**config.mk**
```make
export PLATFORM = sky130hd
export DESIGN_NAME = f_max_unpool
export DESIGN_NICKNAME = d
export VERILOG_FILES = /design/src/rtl/f_max_unpool_pkg.sv /design/src/rtl/f_unpool_window_ctr.sv /design/src/rtl/f_max_unpool.sv
export SDC_FILE = /design/constraint.sdc
export NUM_CORES = 1
export LEC_CHECK = 0
export CAP_MARGIN = 20
export CORE_MARGIN = 8
export CORE_UTILIZATION = 50
export CTS_BUF_LIST = sky130_fd_sc_hd__clkbuf_8
export CTS_CLUSTER_DIAMETER = 80
export DETAILED_ROUTE_END_ITERATION = 6
export PLACE_DENSITY = 0.78
export REMOVE_ABC_BUFFERS = 1
export SLEW_MARGIN = 20
export SYNTH_ARGS = -nofsm -noshare
export SYNTH_HDL_FRONTEND = slang
export SYNTH_HIERARCHICAL = 1
export SYNTH_SLANG_ARGS = --single-unit
```
**constraint.sdc**
```tcl
create_clock -name clk -period 2.89 [get_ports clk]
set_input_delay 0.4335 -clock clk [delete_from_list [all_inputs] [get_ports clk]]
set_output_delay 0.4335 -clock clk [all_outputs]
set_load 0.02 [all_outputs]
```
**src/rtl/f_max_unpool_pkg.sv**
```systemverilog
// Shared types and fill-value selection for the max-unpool unit.
// Build option: F_MAX_UNPOOL_NEG_FILL_EN selects most-negative fill instead of zero.
package f_max_unpool_pkg;

  typedef enum logic [1:0] {
    IDLE   = 2'd0,
    WAIT   = 2'd1,
    STREAM = 2'd2
  } state_t;

  localparam logic [63:0] FILL_ZERO = '0;

`ifdef F_MAX_UNPOOL_NEG_FILL_EN
  localparam bit NEG_FILL = 1'b1;
`else
  localparam bit NEG_FILL = 1'b0;
`endif

  // Most-negative fill lets a downstream max-pool recover negative pooled values.
  function automatic logic [63:0] fill_value(input int data_w);
    if (NEG_FILL) return 64'(1) << (data_w - 1);
    return FILL_ZERO;
  endfunction

endpackage

```
**src/rtl/f_unpool_window_ctr.sv**
```systemverilog
// Control FSM for max-unpool: start delay down-counter and per-window position counter.
module f_unpool_window_ctr
  import f_max_unpool_pkg::*;
#(
  parameter int DELAY_W = 7
) (
  input  logic               clk,
  input  logic               rst,
  input  logic               run,
  input  logic               running,
  input  logic [DELAY_W-1:0] delay0,
  input  logic [DELAY_W-1:0] stride_minus_one,
  output logic [DELAY_W-1:0] pos,
  output logic               window_start,
  output logic               stream_active
);

  state_t             state;
  logic [DELAY_W-1:0] cnt;

  always_ff @(posedge clk or posedge rst) begin
    if (rst) begin
      state <= IDLE;
      cnt   <= '0;
      pos   <= '0;
    end else if (run) begin
      pos <= '0;
      if (delay0 != '0) begin
        state <= WAIT;
        cnt   <= delay0;
      end else begin
        state <= STREAM;
      end
    end else if (running) begin
      case (state)
        WAIT: begin
          cnt <= cnt - DELAY_W'(1);
          if (cnt == DELAY_W'(1)) begin
            state <= STREAM;
            pos   <= '0;
          end
        end
        STREAM: begin
          if (pos == stride_minus_one) pos <= '0;
          else                         pos <= pos + DELAY_W'(1);
        end
        default: ;
      endcase
    end
  end

  assign stream_active = (state == STREAM);
  assign window_start  = stream_active && (pos == '0);

endmodule

```
**src/rtl/f_max_unpool.sv**
```systemverilog
// Max-unpool: expands one pooled value per window into strideMinusOne+1 words,
// value at the argmax position and fill elsewhere. Option: F_MAX_UNPOOL_NEG_FILL_EN.
module f_max_unpool
  import f_max_unpool_pkg::*;
#(
  parameter int DATA_W  = 32,
  parameter int DELAY_W = 7
) (
  input  logic               clk,
  input  logic               rst,
  input  logic               run,
  input  logic               running,
  input  logic [DELAY_W-1:0] strideMinusOne,
  input  logic [DELAY_W-1:0] delay0,
  input  logic [DATA_W-1:0]  in0,
  input  logic [DELAY_W-1:0] in1,
  output logic [DATA_W-1:0]  out0,
  output logic               oob
);

  localparam logic [DATA_W-1:0] FILL = DATA_W'(fill_value(DATA_W));

  logic [DELAY_W-1:0] pos;
  logic               window_start;
  logic               stream_active;
  logic [DATA_W-1:0]  val;
  logic [DELAY_W-1:0] idx;
  logic [DATA_W-1:0]  eval;
  logic [DELAY_W-1:0] eidx;

  f_unpool_window_ctr #(.DELAY_W(DELAY_W)) u_ctr (
    .clk              (clk),
    .rst              (rst),
    .run              (run),
    .running          (running),
    .delay0           (delay0),
    .stride_minus_one (strideMinusOne),
    .pos              (pos),
    .window_start     (window_start),
    .stream_active    (stream_active)
  );

  // Bypass at window start so the first word needs no extra cycle of latency.
  assign eval = window_start ? in0 : val;
  assign eidx = window_start ? in1 : idx;

  always_ff @(posedge clk or posedge rst) begin
    if (rst) begin
      val  <= '0;
      idx  <= '0;
      out0 <= '0;
      oob  <= 1'b0;
    end else if (run) begin
      oob <= 1'b0;
    end else if (running) begin
      if (stream_active) begin
        if (window_start) begin
          val <= in0;
          idx <= in1;
          if (in1 > strideMinusOne) oob <= 1'b1;
        end
        // Out-of-range index never matches pos, so that window is all fill.
        out0 <= (pos == eidx) ? eval : FILL;
      end else begin
        out0 <= FILL;
      end
    end
  end

endmodule

```
# After elaboration in Yosys (flattened, before gate mapping)

Index checks and enable logic that the tools add are counted.

$add $sub $neg: 2
Magnitude comparators: 1
Eq/ne operators: 7
Mux-type cells: 23
Bitwise gates (word level): 1
Reductions and logical operators: 16

Operators with widths:

| kind                                                   | count |
|---|---|
| 2-to-1 mux 32 bit                                      | 3 |
| 2-to-1 mux 7 bit                                       | 9 |
| == test 7 bit                                          | 2 |
| one-hot mux 7 bit (2 select lines)                     | 1 |
| AND reduction 3 bit                                    | 4 |
| nonzero test 2 bit                                     | 6 |
| 2-to-1 mux 2 bit                                       | 5 |
| adder 7 x 1 -> 7 bit (second input constant)           | 1 |
| == test 7 x 1 -> 1 bit (second input constant)         | 1 |
| > comparator 7 bit                                     | 1 |
| logical NOT 7 bit                                      | 1 |
| nonzero test 7 bit                                     | 1 |
| subtractor 7 x 1 -> 7 bit (second input constant)      | 1 |
| 2-to-1 mux 1 bit                                       | 5 |
| AND reduction 4 bit                                    | 1 |
| inequality test 3 x 2 -> 1 bit (second input constant) | 1 |
| nonzero test 3 bit                                     | 1 |
| == test 2 x 1 -> 1 bit (second input constant)         | 1 |
| == test 2 bit (second input constant)                  | 1 |
| inequality test 2 x 1 -> 1 bit (second input constant) | 1 |
| AND reduction 2 bit                                    | 1 |
| logical AND 1 bit                                      | 1 |
| NOT 1 bit                                              | 1 |

Flip-flop bits (word level): 88
Input bits: 57
Output and inout bits: 33

# Logic depth before layout (Yosys ltp)

Gate-level depths: netlist of run 1.

Depth after elaboration: 6
Gate-level depth with buffers: 11
Mapped depth without buffers: 8

# By module

Netlist of run 1, hierarchy kept.

Modules (own cells, without submodules):

| module              | instances | cells each | area an instance (sq um) | seq. area each (sq um) |
|---|---|---|---|---|
| f_max_unpool        | 1         | 272        | 3,419.5                  | 1,801.7 |
| f_unpool_window_ctr | 1         | 119        | 1,051.0                  | 400.4 |

# Worst setup path after synthesis of run 1

OpenSTA, ideal clock, no wires.

Path kind: register to register
Start point: reg u_ctr.pos[4]
End point: reg out0[10]
Setup time: 0.074 ns
Arrival: 2.108 ns
Data required time: 2.816 ns
Path slack: 0.707 ns
Cell stages (with the launch flop): 11
Period minus slack after synthesis: 2.183 ns
Path through: dfrtp_1 > nor4_1 > and4b_1 > buf_6 > buf_6 > mux2i_1 > xnor2_1 > nor4_2 > nand4_2 > buf_6 > o21ai_2

Longest elaborated chain between the ends: 6

Ends and longest elaborated chain:

| element                | line                      | RTL |
|---|---|---|
| start, declared        | f_unpool_window_ctr.sv:13 | `output logic [DELAY_W-1:0] pos,` |
| start signal, assigned | f_unpool_window_ctr.sv:45 | `else pos <= pos + DELAY_W'(1);` |
| logical NOT 7 bit *    | f_unpool_window_ctr.sv:53 | `assign window_start = stream_active && (pos == '0);` |
| logical AND 1 bit *    | f_unpool_window_ctr.sv:53 |  |
| net window_start       | f_max_unpool.sv:24        | `logic window_start;` |
| 2-to-1 mux 7 bit       | --                        |  |
| == test 7 bit          | f_max_unpool.sv:63        | `out0 <= (pos == eidx) ? eval : FILL;` |
| 2-to-1 mux 32 bit *    | f_max_unpool.sv:63        |  |
| 2-to-1 mux 32 bit *    | f_max_unpool.sv:56        | `if (stream_active) begin` |
| end signal, assigned   | f_max_unpool.sv:63        |  |
| end, declared          | f_max_unpool.sv:17        | `output logic [DATA_W-1:0] out0,` |

Mark *: on every way through the listed nets, which the timed path passes. The rest lies on a longest branch.
A chain may end at the register's enable or synchronous reset.

# Final worst setup path of run 1

Start point: reg u_ctr.pos[4]
End point: reg out0[13]

Same word-level chain as after synthesis.

==> summary.md, run 1 <==
| Metric | Value |
|---|---|
| Result of the run | completed |
| Final non-filler cell area | 5643 um^2 |
| Clock transition at the registers of the reported paths | 0.10 ns |
| Count of cell types in the netlist | 46 |
| H-tree Lvls | 3 |
| Number of buffers inserted during clock tree synthesis | 9 |
| Clk sink count | 88 |
| Slew headroom | 52.84% |
| Setup repair after global routing missed its margin | false |
| Proportion of register bits with asynchronous set or reset after synthesis | 100.0% |
| Period Utilization, post-route | 88.70% |
| Number of hold violations in the final report | 0 |
| Via total after detailed routing | 3206 |
| Antenna Violating Nets Remaining | 0 |
| All-Layer GR Usage | 15.66% |
| Yosys Warn Count | 6 |
| Post-CTS setup buffers | 0 |
| Total count of max-transition violations in the final report | 0 |
| CTS tree | built |
| Horizontal extent of the die | 110.6 um |
| Power per Cell Area | 453.1 nW/um^2 |
| Final Critical Period | 2.563 ns |
| Prevailing post-synth register cell | dfrtp_1 |
| Area of the die | 12220 um^2 |
| Post-Place Cells | 576 |
| Class of the most critical hold timing path | in -> async |
| Boundary Pins | 90 |
| Placed wire-length estimate | 7.031 mm |
| Fraction of layout instances using a drive strength above 1 | 20.45% |
| Highest achievable clock rate | 390.1 MHz |
| Port Buf Inserts | 89 |
| Clock latency on the worst-skew pair | 0.35 ns |
| Placed standard-cell area | 5461 um^2 |
| Mean routed wirelength per cell | 16.38 um |
| Worst vdd rail ir drop | 0.0002352 V |
| Number of standard cells in the final layout excluding fillers | 592 |
| Leakage component of the power | 2.479 nW |
| Post-route DRC violation count | 0 |
| Iteration-0 DRC Markers | 82 |
| ANT cells | 0 |
| Fin worst setup slack | 0.3267 ns |
| Gate count of the mapped netlist | 391 |
| Maximum number of buffers from clock root to sink | 2 |
| Cell accounting for the most synthesized area | dfrtp_1 |
| Number of synthesized register bits | 88 |
| Transition at the pin with the smallest max-transition slack | 0.7049 ns |
| Antenna violations before repair | 0 |
| Final sum of negative setup slack | 0 ns |
| Number of global-route vias before repair | 3275 |
| Maximum fanout along the worst path | 32 |
| Die span in y | 110.6 um |
| Pin count of the biggest net entering global routing | 55 |
| Post-synth EDFFs | 0 |
| Number of fill cells in the layout | 699 |
| Final #Nets | 547 |
| Relative area change from synthesis to final layout | 26.22% |
| Root buffer cell | clkbuf_8 |
| Number of vias per cell | 5.416 |
| Core ar. | 8678 um^2 |
| Kind of capture point of the worst setup path | register |
| Setup clock skew after layout | 0.01368 ns |
| Required time at the worst-slack endpoint | 3.16 ns |
| Post-Place Setup Slack | 0.2393 ns |
| Routed wire length | 9.696 mm |
| Arrival time of the worst setup path | 2.83 ns |
| Number of iterations in the first detailed-routing pass | 4 |
| Crit path launch type | register |
| Sequential-to-total area share from yosys stat | 49.26% |
| Cell area after synthesis | 4471 um^2 |
| Wire length of the first global-routing pass | 15.95 mm |
| Share of the synthesized area in the top cell type | 49.26% |
| Effective utilization at floorplan | 51.51% |
| Avg Cell Area, Syn | 11.43 um^2 |
| Std-Cell Rows | 34 |
| Max-cap viol count | 0 |
| Overflow left after global routing | 0 |
| Kind of critical path | reg -> reg |
| Final weighted congestion of routability-driven global placement | 0.8553 |
| Largest cells by area after synthesis | dfrtp_1 (49%), mux2_2 (9.1%), mux2i_1 (9.0%) |
| Worst-case hold slack | 0.4162 ns |
| Count of final setup violators | 0 |
[logic make-up (layout without fill, tap and decap cells)]
| logic type | Yosys count | count (layout) | share of synthesized area, % |
|---|---|---|---|
| flops | 88 | 88 | 49.26 |
| simple gates | 86 | 86 | 9.516 |
| mux | 78 | 78 | 18.53 |
| compound gates | 75 | 75 | 12.59 |
| buf+inv | 39 | 132 | 4.282 |
| xor+xnor | 14 | 14 | 2.743 |
| fa+ha+maj | 11 | 11 | 3.079 |
[stage by stage]
stage | total power, mW | utilization [%]
after detailed placement | 1.802 | 62.93
after global placement | 1.788 | 62.93
final | 2.557 | 65.02
after global routing | 2.683 | 65.02
after CTS | 2.587 | 64.99
after floorplan | 1.624 | -
[worst max-delay path, cell delays in order, from the launching register on]
cell,delay [ns]
dfrtp_1,0.46
nor4_1,0.30
and4b_4,0.41
mux2i_1,0.27
xnor2_1,0.10
nor4_2,0.30
nand4_2,0.12
buf_4,0.31
o21ai_2,0.20
[timing repair]
item	CTS	global route
endpoints found under the setup margin	0	1
hold buffers	0	0
resized for setup	0	1
[area by class of cell]
cell class              instances  area, um^2  share of cell area [%]
repair buffers                 96       968.4                   17.16
clock inverters                 7       55.05                  0.9756
flip-flops and latches         88        2202                   39.02
inverters                      20       75.07                   1.330
multi-input cells             264        2083                   36.92
clock buffers                   9       123.9                   2.195
well taps                     108       135.1                   2.395
[state kept, by name, summed over array words and instances, names as in the netlist]
register	cells
oob	1
u_ctr/pos	7
u_ctr/cnt	7
out0	32
val	32
idx	7
u_ctr/state	2
[metal layers]
layer / GRT usage, % / up-vias / routed length [um] / part of all wire, %
met4: 5.766 / 0 / 114 / 1.2
met5: 0 / - / 0 / 0
met2: 27.34 / 68 / 4997 / 52
met3: 3.084 / 9 / 324 / 3.3
li1: - / 1546 / - / -
met1: 18.51 / 1583 / 4260 / 44
[placed cells by master (no fill, tap or decap), types with 3 or more instances in the layout]
| cell type | instances |
|---|---|
| clkdlybuf4s50_1 | 89 |
| dfrtp_1 | 88 |
| mux2i_1 | 40 |
| nand2_1 | 40 |
| mux2_2 | 36 |
| o21ai_2 | 30 |
| inv_1 | 20 |
| nor2_1 | 16 |
| xnor2_1 | 13 |
| a21oi_1 | 11 |
| ha_1 | 11 |
| o21ai_0 | 9 |
| clkbuf_8 | 9 |
| a21o_1 | 6 |
| buf_4 | 5 |
| nand3_1 | 4 |
| o21ai_1 | 4 |
| inv_6 | 3 |
| nor3_1 | 3 |
| a22oi_1 | 3 |
| o21bai_1 | 3 |
[where the power goes]
part | internal, mW | switching [mW] | total, mW
combinational | 0.217 | 0.203 | 0.420
sequential | 1.31 | 0.0470 | 1.36
clock | 0.322 | 0.460 | 0.782
total | 1.85 | 0.710 | 2.56
[final timing paths]
path	slack (ns)	depth (start not counted)	from	end
hold / removal	0.42	2	rst	val[23]$_DFFE_PP0P_
max in group asynchronous	1.85	3	rst	val[13]$_DFFE_PP0P_
min in group clk	0.48	2	out0[1]$_DFFE_PP0P_	out0[1]$_DFFE_PP0P_
setup / recovery	0.33	8	u_ctr/pos[4]$_DFFE_PP0P_	out0[13]$_DFFE_PP0P_
setup reg to reg	0.33	8	u_ctr/pos[4]$_DFFE_PP0P_	out0[13]$_DFFE_PP0P_
hold reg to reg	0.48	2	out0[1]$_DFFE_PP0P_	out0[1]$_DFFE_PP0P_
[Yosys cell counts, types with 2 or more instances]
| cell type | instances |
|---|---|
| mux2_2 | 36 |
| o31ai_1 | 2 |
| o21ai_1 | 4 |
| nor4_1 | 2 |
| xnor2_1 | 13 |
| o2bb2ai_1 | 2 |
| clkbuf_1 | 8 |
| a21oi_1 | 11 |
| a21o_1 | 6 |
| nand3_1 | 4 |
| buf_6 | 5 |
| o21bai_1 | 3 |
| dfrtp_1 | 88 |
| nand2_1 | 41 |
| inv_1 | 20 |
| a22oi_1 | 3 |
| buf_2 | 6 |
| nand4_1 | 2 |
| mux2_1 | 2 |
| ha_1 | 11 |
| or3_1 | 2 |
| o21ai_0 | 9 |
| o21ai_2 | 30 |
| and3_1 | 2 |
| mux2i_1 | 40 |
| nand3b_1 | 2 |
| nor2_1 | 16 |
| nor3_1 | 3 |
No activity file was read; power rests on OpenSTA's default activity.
==> run 2, diff against run 1 <==
- clock period: 2.89 -> 3.15 ns (I/O delays scaled with it)
==> run 2 against run 1 <==
Final cell count increased by 0.51%; sequential cell count unchanged; final area increased by 0.71%; total power decreased by 3.7%; wire length increased by 5.0%; sequential share of layout area decreased by 0.27 points; global-route usage increased by 1.2 points; register-to-register slack about the same; clock power increased by 6.0%; die area unchanged; sequential power decreased by 9%; fmax decreased by 9.1%; critical path type unchanged; highest routed layer unchanged.
==> summary.md, run 2 (synthesized netlist as in run 1, its figures left out) <==
| Metric | Value |
|---|---|
| Critical Path, Cell by Cell | nor4_1 > and4b_2 > mux2i_1 > xnor2_1 > nor4_2 > nand4_2 > buf_4 > o21ai_0 |
| Number of buffers inserted during clock tree synthesis | 9 |
| Final weighted congestion of routability-driven global placement | 0.8561 |
| Maximum fanout along the worst path | 32 |
| Antenna violations before repair | 0 |
| Placed wire-length estimate | 7.509 mm |
| Clock transition at the registers of the reported paths | 0.10 ns |
| Count of hold buffers inserted by post-cts repair | 0 |
| Class of the most critical hold timing path | in -> async |
| CP peak stage delay | 0.54 ns |
| Antenna Violating Nets Remaining | 0 |
| Total count of max-transition violations in the final report | 0 |
| Leakage component of the power | 2.507 nW |
| Number of global-route vias before repair | 3424 |
| Placed standard-cell area | 5472 um^2 |
| Relative area change from synthesis to final layout | 27.12% |
| ANT cells | 0 |
| Number of iterations in the first detailed-routing pass | 5 |
| H-tree Lvls | 3 |
| Port Buf Inserts | 89 |
| Slowest stage cell, crit path | and4b_2 |
| Most frequent standard cell in the layout excluding fill and tap cells | clkdlybuf4s50_1 |
| Final non-filler cell area | 5683 um^2 |
| Setup repair after global routing missed its margin | false |
| Mean routed wirelength per cell | 17.11 um |
| Reg2reg end | out0[27]$_DFFE_PP0P_ |
| Critical Path Stages | 8 |
| Critical path destination | out0[27]$_DFFE_PP0P_ |
| Die span in y | 110.6 um |
| Clk sink count | 88 |
| Iteration-0 DRC Markers | 107 |
| CP delay by family, top | simple AND/OR/NAND/NOR gates |
| Overflow left after global routing | 0 |
| Count of final setup violators | 0 |
| Number of vias per cell | 5.430 |
| Horizontal extent of the die | 110.6 um |
| Critical Path Start | u_ctr/pos[4]$_DFFE_PP0P_ |
| Wire length of the first global-routing pass | 17.29 mm |
| Final #Nets | 550 |
| Result of the run | completed |
| Register-to-Register Setup Slack | 0.33 ns |
| Slew headroom | 52.03% |
| Post-CTS setup buffers | 0 |
| Crit path launch type | register |
| Final Critical Period | 2.821 ns |
| Number of hold violations in the final report | 0 |
| Kind of capture point of the worst setup path | register |
| Number of fill cells in the layout | 684 |
| Fraction of layout instances using a drive strength above 1 | 21.15% |
| Required time at the worst-slack endpoint | 3.43 ns |
| Post-Place Setup Slack | 0.4045 ns |
| Clock latency on the worst-skew pair | 0.36 ns |
| Post-route DRC violation count | 0 |
| Power per Cell Area | 433.3 nW/um^2 |
| Arrival time of the worst setup path | 3.10 ns |
| Max-cap viol count | 0 |
| Top library cells by usage in the layout, fill and taps aside | clkdlybuf4s50_1 (89), dfrtp_1 (88), mux2i_1 (40), nand2_1 (40), mux2_2 (36) |
| Core ar. | 8678 um^2 |
| Effective utilization at floorplan | 51.51% |
| Length in cells of the worst reg-to-reg path | 8 |
| Routed wire length | 10.18 mm |
| Largest regs | out0 (32), val (32) |
| Kind of critical path | reg -> reg |
| Worst vdd rail ir drop | 0.0002436 V |
| Highest achievable clock rate | 354.5 MHz |
| Area of the die | 12220 um^2 |
| Via total after detailed routing | 3231 |
| Post-CTS resize count | 0 |
| Root buffer cell | clkbuf_8 |
| All-Layer GR Usage | 16.90% |
| Boundary Pins | 90 |
| Fin worst setup slack | 0.3294 ns |
| Setup clock skew after layout | 0.01395 ns |
| Maximum number of buffers from clock root to sink | 2 |
| Number of buffers and inverters on the critical path | 1 |
| Std-Cell Rows | 34 |
| CTS tree | built |
| Pin count of the biggest net entering global routing | 33 |
| Source of the worst register-to-register timing path | u_ctr/pos[4]$_DFFE_PP0P_ |
| Period Utilization, post-route | 89.54% |
| Transition at the pin with the smallest max-transition slack | 0.7169 ns |
run 2: routing by layer:
metal | vias to the layer above | GRT usage (%) | wire length, um
met2 | 66 | 28.50 | 5232
met5 | - | 0 | 0
met1 | 1604 | 20.39 | 4382
met4 | 0 | 7.027 | 140
met3 | 8 | 3.571 | 426
li1 | 1553 | - | -
run 2: area by class of cell:
cell class	instances	area, um^2	area share, %
multi-input combinational	264	2081	36.61
inverter	20	75.07	1.321
clock buffer	10	137.6	2.422
sequential	88	2202	38.75
timing repair buffer	99	978.4	17.22
clock inverter	6	73.82	1.299
tap	108	135.1	2.378
run 2: worst min-delay path by stage:
stage / end / startpoint
6_report: out0[30]$_DFFE_PP0P_ / rst
5_1_grt: val[31]$_DFFE_PP0P_ / rst
3_3_place_gp: out0[1]$_DFFE_PP0P_ / out0[1]$_DFFE_PP0P_
4_1_cts: val[31]$_DFFE_PP0P_ / rst
2_1_floorplan: u_ctr/cnt[0]$_DFFE_PP0P_ / rst
3_5_place_dp: out0[20]$_DFFE_PP0P_ / out0[20]$_DFFE_PP0P_
run 2: worst reg2reg max path, stage by stage, from the launching register on:
cell	delay, ns
dfrtp_1	0.47
nor4_1	0.30
and4b_2	0.54
mux2i_1	0.29
xnor2_1	0.12
nor4_2	0.33
nand4_2	0.13
buf_4	0.30
o21ai_0	0.28
run 2: power by group:
part	switching [mW]	leakage, nW	total (mW)	internal, mW
logic	0.191	1.20	0.390	0.199
clock network	0.429	0.108	0.829	0.400
registers	0.0437	1.20	1.24	1.20
run 2: stage by stage:
stage	setup TNS, ns	std cells	utilization, %	hold WS [ns]	total power [mW]
CTS	0	595	65.48	0.4676	2.486
global placement	0	579	63.05	0.4671	1.642
finish	0	595	65.48	0.4618	2.462
detailed placement	0	579	63.05	0.4676	1.658
floorplan	-70.47	372	-	0.3862	1.490
global route	0	595	65.48	0.5040	2.580
==> run 3, diff against run 2 <==
- SLEW_MARGIN: 20 -> 10
==> results of run 3 <==
Final layout, timing and power as in run 2 (identical DEF).
